**src/rtl/mc_pkg.sv**
```systemverilog
// Shared definitions for the multicycle controller: FSM state encoding,
// opcode values, immediate-format codes and datapath mux select codes.
package mc_pkg;

    typedef enum logic [3:0] {
        S_FETCH,
        S_DECODE,
        S_MEMADR,
        S_MEMREAD,
        S_MEMWB,
        S_MEMWRITE,
        S_EXECR,
        S_EXECI,
        S_ALUWB,
        S_JAL,
        S_BRANCH,
        S_UTYPE,
        S_ILLEGAL
    } state_t;

    localparam logic [6:0] OPC_LOAD   = 7'b0000011;
    localparam logic [6:0] OPC_STORE  = 7'b0100011;
    localparam logic [6:0] OPC_RTYPE  = 7'b0110011;
    localparam logic [6:0] OPC_ITYPE  = 7'b0010011;
    localparam logic [6:0] OPC_JAL    = 7'b1101111;
    localparam logic [6:0] OPC_BRANCH = 7'b1100011;
    localparam logic [6:0] OPC_LUI    = 7'b0110111;
    localparam logic [6:0] OPC_AUIPC  = 7'b0010111;

    localparam logic [2:0] IMM_I = 3'b000;
    localparam logic [2:0] IMM_S = 3'b001;
    localparam logic [2:0] IMM_B = 3'b010;
    localparam logic [2:0] IMM_J = 3'b011;
    localparam logic [2:0] IMM_U = 3'b100;

    // ALU operand A: PC, OldPC, rs1, constant zero (LUI)
    localparam logic [1:0] SRCA_PC    = 2'b00;
    localparam logic [1:0] SRCA_OLDPC = 2'b01;
    localparam logic [1:0] SRCA_RS1   = 2'b10;
    localparam logic [1:0] SRCA_ZERO  = 2'b11;

    localparam logic [1:0] SRCB_REG  = 2'b00;
    localparam logic [1:0] SRCB_IMM  = 2'b01;
    localparam logic [1:0] SRCB_FOUR = 2'b10;

    localparam logic [1:0] ALUOP_ADD  = 2'b00;
    localparam logic [1:0] ALUOP_SUB  = 2'b01;
    localparam logic [1:0] ALUOP_FUNC = 2'b10;

    localparam logic [1:0] RES_ALUOUT = 2'b00;
    localparam logic [1:0] RES_DATA   = 2'b01;
    localparam logic [1:0] RES_ALU    = 2'b10;

    function automatic logic is_utype(input logic [6:0] opc);
        return (opc == OPC_LUI) || (opc == OPC_AUIPC);
    endfunction

endpackage

```
**src/rtl/mc_controller_if.sv**
```systemverilog
// Control bus between the multicycle controller and its datapath/memory.
interface mc_controller_if #(
    parameter int CNT_W = 32
);
    logic [6:0]       Opcode;
    logic [2:0]       funct3;
    logic             Zero;
    logic             MemReady;

    logic             PCWrite;
    logic             AdrSrc;
    logic             MemRead;
    logic             MemWrite;
    logic             IRWrite;
    logic             RegWrite;
    logic [1:0]       ResultSrc;
    logic [1:0]       ALUSrcA;
    logic [1:0]       ALUSrcB;
    logic [1:0]       ALUOp;
    logic [2:0]       ImmSrc;
    logic             IllegalInstr;
    logic [CNT_W-1:0] InstRet;

    modport master (
        input  Opcode, funct3, Zero, MemReady,
        output PCWrite, AdrSrc, MemRead, MemWrite, IRWrite, RegWrite,
               ResultSrc, ALUSrcA, ALUSrcB, ALUOp, ImmSrc, IllegalInstr, InstRet
    );

    modport slave (
        output Opcode, funct3, Zero, MemReady,
        input  PCWrite, AdrSrc, MemRead, MemWrite, IRWrite, RegWrite,
               ResultSrc, ALUSrcA, ALUSrcB, ALUOp, ImmSrc, IllegalInstr, InstRet
    );
endinterface

```
**src/rtl/imm_src_decoder.sv**
```systemverilog
// Immediate-format select, decoded purely from the opcode so it is valid
// in every FSM state.
module imm_src_decoder
    import mc_pkg::*;
(
    input  logic [6:0] Opcode,
    output logic [2:0] ImmSrc
);

    always_comb begin
        ImmSrc = IMM_I;
        case (Opcode)
            OPC_STORE:           ImmSrc = IMM_S;
            OPC_BRANCH:          ImmSrc = IMM_B;
            OPC_JAL:             ImmSrc = IMM_J;
            OPC_LUI, OPC_AUIPC:  ImmSrc = IMM_U;
            default:             ImmSrc = IMM_I;
        endcase
    end

endmodule

```
**src/rtl/mc_controller.sv**
```systemverilog
// Moore-style multicycle RISC-V controller with memory stall handling,
// illegal-opcode trap pulse and a retired-instruction counter.
module mc_controller
    import mc_pkg::*;
#(
    parameter bit EXT_U = 1'b1,
    parameter int CNT_W = 32
) (
    input logic            clk,
    input logic            rst,
    mc_controller_if.master bus
);

    state_t           state;
    state_t           next_state;
    state_t           out_state;
    logic             pc_update;
    logic             branch;
    logic             retire;
    logic [CNT_W-1:0] inst_ret;

    always_ff @(posedge clk) begin
        if (rst) state <= S_FETCH;
        else     state <= next_state;
    end

    always_comb begin
        next_state = state;
        case (state)
            S_FETCH:    if (bus.MemReady) next_state = S_DECODE;
            S_DECODE: begin
                case (bus.Opcode)
                    OPC_LOAD, OPC_STORE: next_state = S_MEMADR;
                    OPC_RTYPE:           next_state = S_EXECR;
                    OPC_ITYPE:           next_state = S_EXECI;
                    OPC_JAL:             next_state = S_JAL;
                    OPC_BRANCH:          next_state = S_BRANCH;
                    OPC_LUI, OPC_AUIPC:  next_state = EXT_U ? S_UTYPE : S_ILLEGAL;
                    default:             next_state = S_ILLEGAL;
                endcase
            end
            S_MEMADR:   next_state = (bus.Opcode == OPC_STORE) ? S_MEMWRITE : S_MEMREAD;
            S_MEMREAD:  if (bus.MemReady) next_state = S_MEMWB;
            S_MEMWB:    next_state = S_FETCH;
            S_MEMWRITE: if (bus.MemReady) next_state = S_FETCH;
            S_EXECR, S_EXECI, S_JAL, S_UTYPE: next_state = S_ALUWB;
            S_ALUWB, S_BRANCH, S_ILLEGAL:     next_state = S_FETCH;
            default:    next_state = S_FETCH;
        endcase
    end

    // Outputs decode from FETCH while reset is held so the datapath sees
    // fetch controls during reset, not whatever state was interrupted.
    assign out_state = rst ? S_FETCH : state;

    always_comb begin
        pc_update        = 1'b0;
        branch           = 1'b0;
        bus.AdrSrc       = 1'b0;
        bus.MemRead      = 1'b0;
        bus.MemWrite     = 1'b0;
        bus.IRWrite      = 1'b0;
        bus.RegWrite     = 1'b0;
        bus.ResultSrc    = RES_ALUOUT;
        bus.ALUSrcA      = SRCA_PC;
        bus.ALUSrcB      = SRCB_REG;
        bus.ALUOp        = ALUOP_ADD;
        bus.IllegalInstr = 1'b0;
        case (out_state)
            S_FETCH: begin
                bus.MemRead   = 1'b1;
                bus.ALUSrcB   = SRCB_FOUR;
                bus.ResultSrc = RES_ALU;
                bus.IRWrite   = bus.MemReady;
                pc_update     = bus.MemReady;
            end
            S_DECODE: begin
                bus.ALUSrcA = SRCA_OLDPC;
                bus.ALUSrcB = SRCB_IMM;
            end
            S_MEMADR: begin
                bus.ALUSrcA = SRCA_RS1;
                bus.ALUSrcB = SRCB_IMM;
            end
            S_MEMREAD: begin
                bus.MemRead = 1'b1;
                bus.AdrSrc  = 1'b1;
            end
            S_MEMWB: begin
                bus.ResultSrc = RES_DATA;
                bus.RegWrite  = 1'b1;
            end
            S_MEMWRITE: begin
                bus.MemWrite = 1'b1;
                bus.AdrSrc   = 1'b1;
            end
            S_EXECR: begin
                bus.ALUSrcA = SRCA_RS1;
                bus.ALUSrcB = SRCB_REG;
                bus.ALUOp   = ALUOP_FUNC;
            end
            S_EXECI: begin
                bus.ALUSrcA = SRCA_RS1;
                bus.ALUSrcB = SRCB_IMM;
                bus.ALUOp   = ALUOP_FUNC;
            end
            S_ALUWB:   bus.RegWrite = 1'b1;
            S_JAL: begin
                bus.ALUSrcA = SRCA_OLDPC;
                bus.ALUSrcB = SRCB_FOUR;
                pc_update   = 1'b1;
            end
            S_BRANCH: begin
                bus.ALUSrcA = SRCA_RS1;
                bus.ALUSrcB = SRCB_REG;
                bus.ALUOp   = ALUOP_SUB;
                branch      = 1'b1;
            end
            S_UTYPE: begin
                bus.ALUSrcA = (bus.Opcode == OPC_LUI) ? SRCA_ZERO : SRCA_OLDPC;
                bus.ALUSrcB = SRCB_IMM;
            end
            S_ILLEGAL: bus.IllegalInstr = 1'b1;
            default: ;
        endcase
    end

    // funct3[0] distinguishes bne from beq, inverting the sense of Zero.
    assign bus.PCWrite = pc_update | (branch & (bus.Zero ^ bus.funct3[0]));

    assign retire = (state == S_MEMWB) || (state == S_ALUWB) || (state == S_BRANCH) ||
                    ((state == S_MEMWRITE) && bus.MemReady);

    always_ff @(posedge clk) begin
        if (rst)         inst_ret <= '0;
        else if (retire) inst_ret <= inst_ret + {{(CNT_W-1){1'b0}}, 1'b1};
    end

    assign bus.InstRet = inst_ret;

    imm_src_decoder u_imm_src_decoder (
        .Opcode (bus.Opcode),
        .ImmSrc (bus.ImmSrc)
    );

endmodule
```
**src/flat_wrapper.sv**
```systemverilog
// flat-port wrapper written by rule: the top's interface ports become plain ports
module mc_controller_flat import mc_pkg::*;
#(
    parameter bit EXT_U = 1'b1,
    parameter int CNT_W = 32
)
  (clk, rst, bus_Opcode, bus_funct3, bus_Zero, bus_MemReady, bus_PCWrite, bus_AdrSrc, bus_MemRead, bus_MemWrite, bus_IRWrite, bus_RegWrite, bus_ResultSrc, bus_ALUSrcA, bus_ALUSrcB, bus_ALUOp, bus_ImmSrc, bus_IllegalInstr, bus_InstRet);
  mc_controller_if #(.CNT_W(CNT_W)) bus_i ();
  input logic clk;
  input logic rst;
  input wire logic [$bits(bus_i.Opcode)-1:0] bus_Opcode;
  input wire logic [$bits(bus_i.funct3)-1:0] bus_funct3;
  input wire logic [$bits(bus_i.Zero)-1:0] bus_Zero;
  input wire logic [$bits(bus_i.MemReady)-1:0] bus_MemReady;
  output wire logic [$bits(bus_i.PCWrite)-1:0] bus_PCWrite;
  output wire logic [$bits(bus_i.AdrSrc)-1:0] bus_AdrSrc;
  output wire logic [$bits(bus_i.MemRead)-1:0] bus_MemRead;
  output wire logic [$bits(bus_i.MemWrite)-1:0] bus_MemWrite;
  output wire logic [$bits(bus_i.IRWrite)-1:0] bus_IRWrite;
  output wire logic [$bits(bus_i.RegWrite)-1:0] bus_RegWrite;
  output wire logic [$bits(bus_i.ResultSrc)-1:0] bus_ResultSrc;
  output wire logic [$bits(bus_i.ALUSrcA)-1:0] bus_ALUSrcA;
  output wire logic [$bits(bus_i.ALUSrcB)-1:0] bus_ALUSrcB;
  output wire logic [$bits(bus_i.ALUOp)-1:0] bus_ALUOp;
  output wire logic [$bits(bus_i.ImmSrc)-1:0] bus_ImmSrc;
  output wire logic [$bits(bus_i.IllegalInstr)-1:0] bus_IllegalInstr;
  output wire logic [$bits(bus_i.InstRet)-1:0] bus_InstRet;
  assign bus_i.Opcode = bus_Opcode;
  assign bus_i.funct3 = bus_funct3;
  assign bus_i.Zero = bus_Zero;
  assign bus_i.MemReady = bus_MemReady;
  assign bus_PCWrite = bus_i.PCWrite;
  assign bus_AdrSrc = bus_i.AdrSrc;
  assign bus_MemRead = bus_i.MemRead;
  assign bus_MemWrite = bus_i.MemWrite;
  assign bus_IRWrite = bus_i.IRWrite;
  assign bus_RegWrite = bus_i.RegWrite;
  assign bus_ResultSrc = bus_i.ResultSrc;
  assign bus_ALUSrcA = bus_i.ALUSrcA;
  assign bus_ALUSrcB = bus_i.ALUSrcB;
  assign bus_ALUOp = bus_i.ALUOp;
  assign bus_ImmSrc = bus_i.ImmSrc;
  assign bus_IllegalInstr = bus_i.IllegalInstr;
  assign bus_InstRet = bus_i.InstRet;
  mc_controller #(.EXT_U(EXT_U), .CNT_W(CNT_W)) u_core (.clk(clk), .rst(rst), .bus(bus_i));
endmodule
```
**config.mk**
```make
export PLATFORM = sky130hd
export DESIGN_NAME = mc_controller_flat
export DESIGN_NICKNAME = d
export VERILOG_FILES = /design/src/rtl/mc_pkg.sv /design/src/rtl/mc_controller_if.sv /design/src/rtl/imm_src_decoder.sv /design/src/rtl/mc_controller.sv /design/src/flat_wrapper.sv
export SDC_FILE = /design/constraint.sdc
export NUM_CORES = 1
export LEC_CHECK = 0
export CAP_MARGIN = 20
export CORE_MARGIN = 3
export CORE_UTILIZATION = 49
export CTS_CLUSTER_DIAMETER = 100
export DETAILED_ROUTE_END_ITERATION = 6
export PLACE_DENSITY = 0.81
export RECOVER_POWER = 25
export SYNTH_ARGS = -nofsm -noshare
export SYNTH_HDL_FRONTEND = slang
export SYNTH_SLANG_ARGS = --single-unit
```
**constraint.sdc**
```tcl
create_clock -name clk -period 2.23 [get_ports clk]
set_input_delay 0.3345 -clock clk [delete_from_list [all_inputs] [get_ports clk]]
set_output_delay 0.3345 -clock clk [all_outputs]
set_load 0.05 [all_outputs]
```
# After elaboration in Yosys (flattened, before gate mapping)
# Cells that the tools add are included.
# classes
add_sub_neg	1
n_mul	0
n_div	0
n_lt_le_gt_ge	0
eq_ne	34
n_shift	0
mux	21
n_bitwise	3
n_reduce_logical	18
# ops
operator	count
4-bit case mux with 6 select lines	2
4-bit == test (second input constant)	9
32-bit by 1-bit adder with 32-bit output (second input constant)	1
4-bit by 3-bit == test with 1-bit output (second input constant)	8
7-bit by 6-bit == test with 1-bit output (second input constant)	3
4-bit by 2-bit == test with 1-bit output (second input constant)	4
4-bit two-way mux	4
2-bit OR reduction	8
7-bit by 5-bit == test with 1-bit output (second input constant)	2
7-bit == test (second input constant)	2
2-bit case mux with 2 select lines	3
3-bit case mux with 4 select lines	1
4-bit OR reduction	3
4-bit by 1-bit == test with 1-bit output (second input constant)	2
4-bit zero test	2
7-bit by 2-bit == test with 1-bit output (second input constant)	1
1-bit two-way mux	7
2-bit inequality test (second input constant)	3
2-bit case mux with 3 select lines	1
1-bit logical OR	3
3-bit two-way mux	1
3-bit AND reduction	1
2-bit two-way mux	1
1-bit case mux with 2 select lines	1
other kinds (4)	4
# totals
register_bits	36
latchBits	0
ram_bits	0
mem_bits_ro	0
inputBits	14
output_inout_bits	50
wordCells	79
mem_count	0

# Logic depth before layout (Yosys ltp)
# depth
depth_word	5
ltp_mapped	7

# Cells and area by module
# From an unflattened synthesis, not the netlist that was laid out.
# hier_totals
cells_unflattened	276
area_unflattened_um2	2327.2
# modules_own_cells
module	n_inst	cells_each	area_per_inst_um2	seq_area_each_um2
mc_controller	1	268	2265.9	720.7
imm_src_decoder	1	8	61.3	0.0

# Least setup slack after synthesis
# No wires, ideal clock.
# synth_timing
path_type	reg2out
startpoint	register u_core.state[2]
endpoint	output port bus_RegWrite
t_arrival_ns	2.481
path_slack_ns	-0.585
stages_incl_launch_ff	5
path_cell_list	dfxtp_1 > clkbuf_1 > clkbuf_1 > xnor2_1 > nor4_1
# synth_via
elab_chain_len	4
# synth_lines
item	line_no	source
start: declaration	mc_controller.sv:14	state_t state;
start signal: assignment	mc_controller.sv:24	else state <= next_state;
4-bit two-way mux (*)	mc_controller.sv:54	assign out_state = rst ? S_FETCH : state;
4-bit == test or 4-bit by 3-bit == test with 1-bit output (tied branches)	mc_controller.sv:69	case (out_state)
2-bit OR reduction (no source line) (*)	n/a	
1-bit two-way mux (*)	mc_controller.sv:69	
end: declaration	flat_wrapper.sv:20	output wire logic [$bits(bus_i.RegWrite)-1:0] bus_RegWrite;
# Every way passes the cells marked *; elsewhere a longest branch is shown, timed or not.

# Worst setup path in the final report
# layout_timing
startpoint	register u_core.state[1]
endpoint	output port bus_PCWrite
# layout_via
elab_chain_len	5
# layout_lines
item	line_no	source
4-bit two-way mux (*)	mc_controller.sv:54	
4-bit == test	mc_controller.sv:69	
1-bit two-way mux	mc_controller.sv:69	
1-bit AND	mc_controller.sv:129	assign bus.PCWrite = pc_update | (branch & (bus.Zero ^ bus.funct3[0]));
1-bit OR (*)	mc_controller.sv:129	
end: declaration	flat_wrapper.sv:15	output wire logic [$bits(bus_i.PCWrite)-1:0] bus_PCWrite;
# Marks and branches as above.

==> impl_results.rst <==
.. list-table::
   :header-rows: 1

   * - Metric
     - Value
   * - Status
     - finished, final reports clean
   * - Worst Hold Slack
     - slightly above 0.3 ns
   * - Seq/Total Area, Yosys
     - 30.09%
   * - Share of the clock period used by the worst path after layout
     - between 90% and 100%
   * - Overall fraction of global-route tracks in use
     - between 20% and 30%
   * - Total of endpoints with negative setup slack in the final report
     - 0
   * - CP startpoint
     - u_core.state[1]
   * - Max Cap Viol
     - 0
   * - Fraction of final layout cells with drive strength greater than 1
     - a little under a quarter
   * - Fin cells
     - roughly 440
   * - Flip-flop and latch count after synthesis
     - 36
   * - DIE WIDTH
     - 75.91 um
   * - Total CTS buffers
     - 5
   * - Simple-gate share of the synthesized area
     - about 35%
   * - Final core area utilization
     - ~76%
   * - Number of core rows
     - 24
   * - Internal power
     - between 1000 and 1500 uW
   * - Data required, critical path
     - ~1.9 ns
   * - Number of cells after detailed placement
     - approximately 430
   * - Area overhead of the layout relative to synthesis
     - 43.68%
   * - Vias/cell
     - 6.073
   * - Worst R2R Start
     - u_core.bus.InstRet[4]
   * - I/O pin count
     - 64
   * - CTS Sinks
     - 36
   * - Data arrival time at the worst-slack endpoint
     - between 1.5 and 2 ns
   * - Switching portion of total power
     - about a third
   * - Wire length of the first global-routing pass
     - 11.77 mm
   * - Detailed-route DRC error count
     - 0
   * - Total power density per cell area
     - about 450 nW/um^2
   * - Total nets after synthesis
     - about 320
   * - Clock tree root buffer cell
     - clkbuf_8
   * - Number of H-tree branching levels
     - 2
   * - Transition time of the tightest slew-check pin
     - roughly 0.65 ns
   * - Count of mapped cells out of synthesis
     - 301
   * - Clk pin slew, worst setup/hold paths
     - about 0.070 ns
   * - Fraction of registers with async set/reset
     - 0%
   * - Switching component of the power
     - just under 500 uW
   * - Multi-input combinational cell area
     - 1544 um^2
   * - Synth unique cells
     - 59
   * - Detailed-route wire length per cell
     - ~16 um
   * - Worst-skew pair later-pin latency
     - roughly 0.30 ns
   * - Clock tree from TritonCTS
     - built
   * - Maximum clock path buffer count
     - 2
   * - Crit start category
     - flip-flop
   * - Power share of the sequential group
     - a little over two fifths
   * - Adder-cell area share of the yosys netlist
     - less than 1%
   * - Setup slack, reg-to-reg
     - 0.11 ns
   * - Die Footprint
     - 5762 um^2
   * - Worst min-delay path category
     - in2reg
   * - Startpoint-to-endpoint class of the critical path
     - reg2out
   * - Static Leak
     - 0.001199 uW
   * - Fill cell instance count of the final layout
     - approximately 330
   * - Routed vias
     - roughly 2,700
   * - Worst Setup Slack, final
     - 0.09346 ns
   * - Crit path capture
     - bus_PCWrite
   * - Peak clock frequency supported by timing
     - 0.4680 GHz
   * - Main combinational cell family by area after synthesis
     - simple AND/OR/NAND/NOR gates
   * - Combinational group share of total power
     - approximately 24%
   * - Sequential standard cell area
     - 737.0 um^2
   * - Aggregate negative setup slack
     - 0 ns
   * - Relative contribution of the clock network to total power
     - approximately a third
   * - Crit path time final
     - between 2 and 2.5 ns
   * - Wirelength, routed
     - 6.883 mm
   * - Post-CTS repair timing setup buffer count
     - 0
   * - Crit Path Max Fanout
     - 13
   * - Worst Reg2Reg Path Length in Cells
     - 4
   * - Fin. Hold Viols
     - 0
   * - Most used flip-flop cell after synthesis
     - dfxtp_1
   * - Final slew viol count
     - 0
   * - Number of enable-type register cells in the synthesized netlist
     - 0
   * - Netlist area before placement
     - 2395 um^2
   * - Leftover overflow at the end of global routing
     - 0
   * - Post-route clock skew
     - around 0.0090 ns
   * - Sort of element at the end of the critical path
     - output pin
   * - Dpl hpwl
     - ~5.0 mm
   * - Count of yosys warnings during synthesis
     - 0
   * - 1st-iter DRT viols
     - around 130
   * - Count of nets after finishing
     - slightly below 400
   * - Number of detailed-route iterations in the first pass
     - 4
   * - Syn Area/Cell
     - approximately 8 um^2
   * - Largest net degree at the start of global routing
     - 38
   * - Dpl ws
     - 0.04355 ns
   * - Placeable core region
     - ~4500 um^2
   * - Final antenna-violating net count
     - 0
   * - Number of diodes
     - 0
   * - XOR/XNOR Fraction of Synth Area
     - 2.560%
   * - Reg-to-Reg End
     - u_core.bus.InstRet[29]
   * - Antenna violations before repair
     - 0
   * - Largest voltage drop on the vdd net
     - ~0.42 mV
   * - IO buf count
     - 61
   * - Gp weighted congestion
     - 0.8300
   * - Starting density of the core
     - a little over half
   * - Multiplexer fraction of the synthesized cell area
     - ~5%
   * - Max-Slew Margin vs Limit
     - a little under three fifths
   * - Die height
     - 75.91 um
   * - Post-synthesis compound-gate area fraction
     - between 20% and 30%
   * - Number of global-route vias before repair
     - about 2,500
-- sequential cells by signal (all words and copies together), names as in the netlist --
name and flops:
u_core.bus.InstRet 32, u_core.state 4
-- synth_stat cells, types with 2 or more instances --
library cell	count	area, um^2
clkbuf_8	2	27.53
inv_1	12	45.04
and2_1	3	18.77
mux2_2	9	101.4
and3_2	2	15.01
dfxtp_1	36	720.7
buf_1	4	15.01
o31ai_1	14	105.1
nor2b_1	10	62.56
o21ai_0	12	60.06
xnor2_1	6	52.55
a31oi_1	2	12.51
or4_2	2	17.52
nor3_1	6	30.03
clkbuf_1	11	41.29
or3_1	6	37.54
nand2b_1	8	50.05
buf_2	5	25.02
mux2i_1	2	20.02
nand4_1	9	56.30
a21oi_1	25	125.1
and4_2	2	20.02
a221oi_1	2	17.52
nor4_1	9	56.30
nand2_1	16	60.06
o41ai_1	2	17.52
and4_1	3	26.28
or4_1	15	112.6
and3_1	4	25.02
nor3b_1	2	15.01
nor2_1	20	75.07
a32oi_1	2	17.52
nand3_1	9	45.04
and4b_1	2	20.02
a21o_1	3	22.52
-- worst max-delay path, cell delays in order, from the launching register on --
cell	delay, ns
dfxtp_1	0.32
buf_4	0.19
or3b_2	0.49
nand2_1	0.08
o21ai_0	0.07
o21ai_1	0.14
buf_4	0.22
-- power by group through the flow --
| stage | combinational (uW) | sequential, uW | clock, uW |
|---|---|---|---|
| final | 373 | 670 | 489 |
| after global routing | 402 | 671 | 521 |
| after CTS | 393 | 669 | 493 |
| after detailed placement | 391 | 683 | 0 |
| after global placement | 382 | 682 | 0 |
| after floorplan | 227 | 686 | 0 |
-- cells by family (layout without fill, tap and decap cells) --
| group | count (synthesis) | in the layout |
|---|---|---|
| AND/OR/NAND/NOR | 137 | 137 |
| flip-flops | 36 | 36 |
| adder cells (fa/ha/maj) | 1 | 1 |
| buffers and inverters | 35 | 108 |
| AO/OA/AOI/OAI | 74 | 74 |
| XOR/XNOR | 7 | 7 |
| multiplexers | 11 | 11 |
-- area by class of cell --
cell class	count	area share, %
multi-input cells	230	44.87
repair buffers	88	27.35
flip-flops and latches	36	21.42
clock buffers	6	2.400
clock inverters	2	0.2909
well taps	65	2.364
inverters	12	1.309
-- cells in the final DEF, fill, tap and decap left out, types with 3 or more instances in the layout --
cell type | synthesis | final
nor3_1 | 6 | 4
nand3_1 | 9 | 9
dlygate4sd3_1 | 0 | 8
or4_1 | 15 | 15
nand2b_1 | 8 | 8
and3_1 | 4 | 4
nand4_1 | 9 | 9
and2_1 | 3 | 3
buf_12 | 0 | 15
nor4_2 | 0 | 3
nor2_1 | 20 | 20
nor2b_1 | 10 | 9
or3_1 | 6 | 6
clkbuf_1 | 11 | 4
inv_1 | 12 | 12
buf_4 | 0 | 25
o31ai_1 | 14 | 14
xnor2_1 | 6 | 6
mux2_2 | 9 | 9
nand2_1 | 16 | 16
a21oi_1 | 25 | 24
and4_1 | 3 | 3
nor4_1 | 9 | 6
a21o_1 | 3 | 3
clkdlybuf4s50_1 | 0 | 34
clkbuf_8 | 2 | 6
dfxtp_2 | 0 | 13
dfxtp_1 | 36 | 23
o21ai_0 | 12 | 11
-- per-layer routing --
layer / vias up / track usage [%] / part of all wire, %
met5: - / 0 / 0
met4: 0 / 7.790 / 1.4
met3: 8 / 4.147 / 5.3
met2: 85 / 40.43 / 48
met1: 1277 / 31.48 / 45
li1: 1296 / - / -
-- timing repair --
| item | CTS | global route |
|---|---|---|
| hold buffers | 0 | 0 |
| endpoints found under the setup margin | 0 | 4 |
| gates resized for setup | 0 | 5 |
-- worst min path at each step --
| stage | depth (start not counted) | from | to |
|---|---|---|---|
| after floorplan | 2 | bus_Opcode[6] | u_core.state[0] |
| after global placement | 2 | u_core.bus.InstRet[6] | u_core.bus.InstRet[6] |
| after detailed placement | 2 | u_core.bus.InstRet[30] | u_core.bus.InstRet[30] |
| after CTS | 2 | rst | u_core.bus.InstRet[0] |
| after global routing | 2 | rst | u_core.bus.InstRet[0] |
| final | 2 | rst | u_core.bus.InstRet[0] |
-- through the flow --
stage | total power (uW) | cell area, um^2
2_1_floorplan | 912.7 | 2431
3_3_place_gp | 1065 | 3368
3_5_place_dp | 1074 | 3368
4_1_cts | 1554 | 3461
5_1_grt | 1593 | 3441
6_report | 1532 | 3441
(Power assumes the default switching activity.)
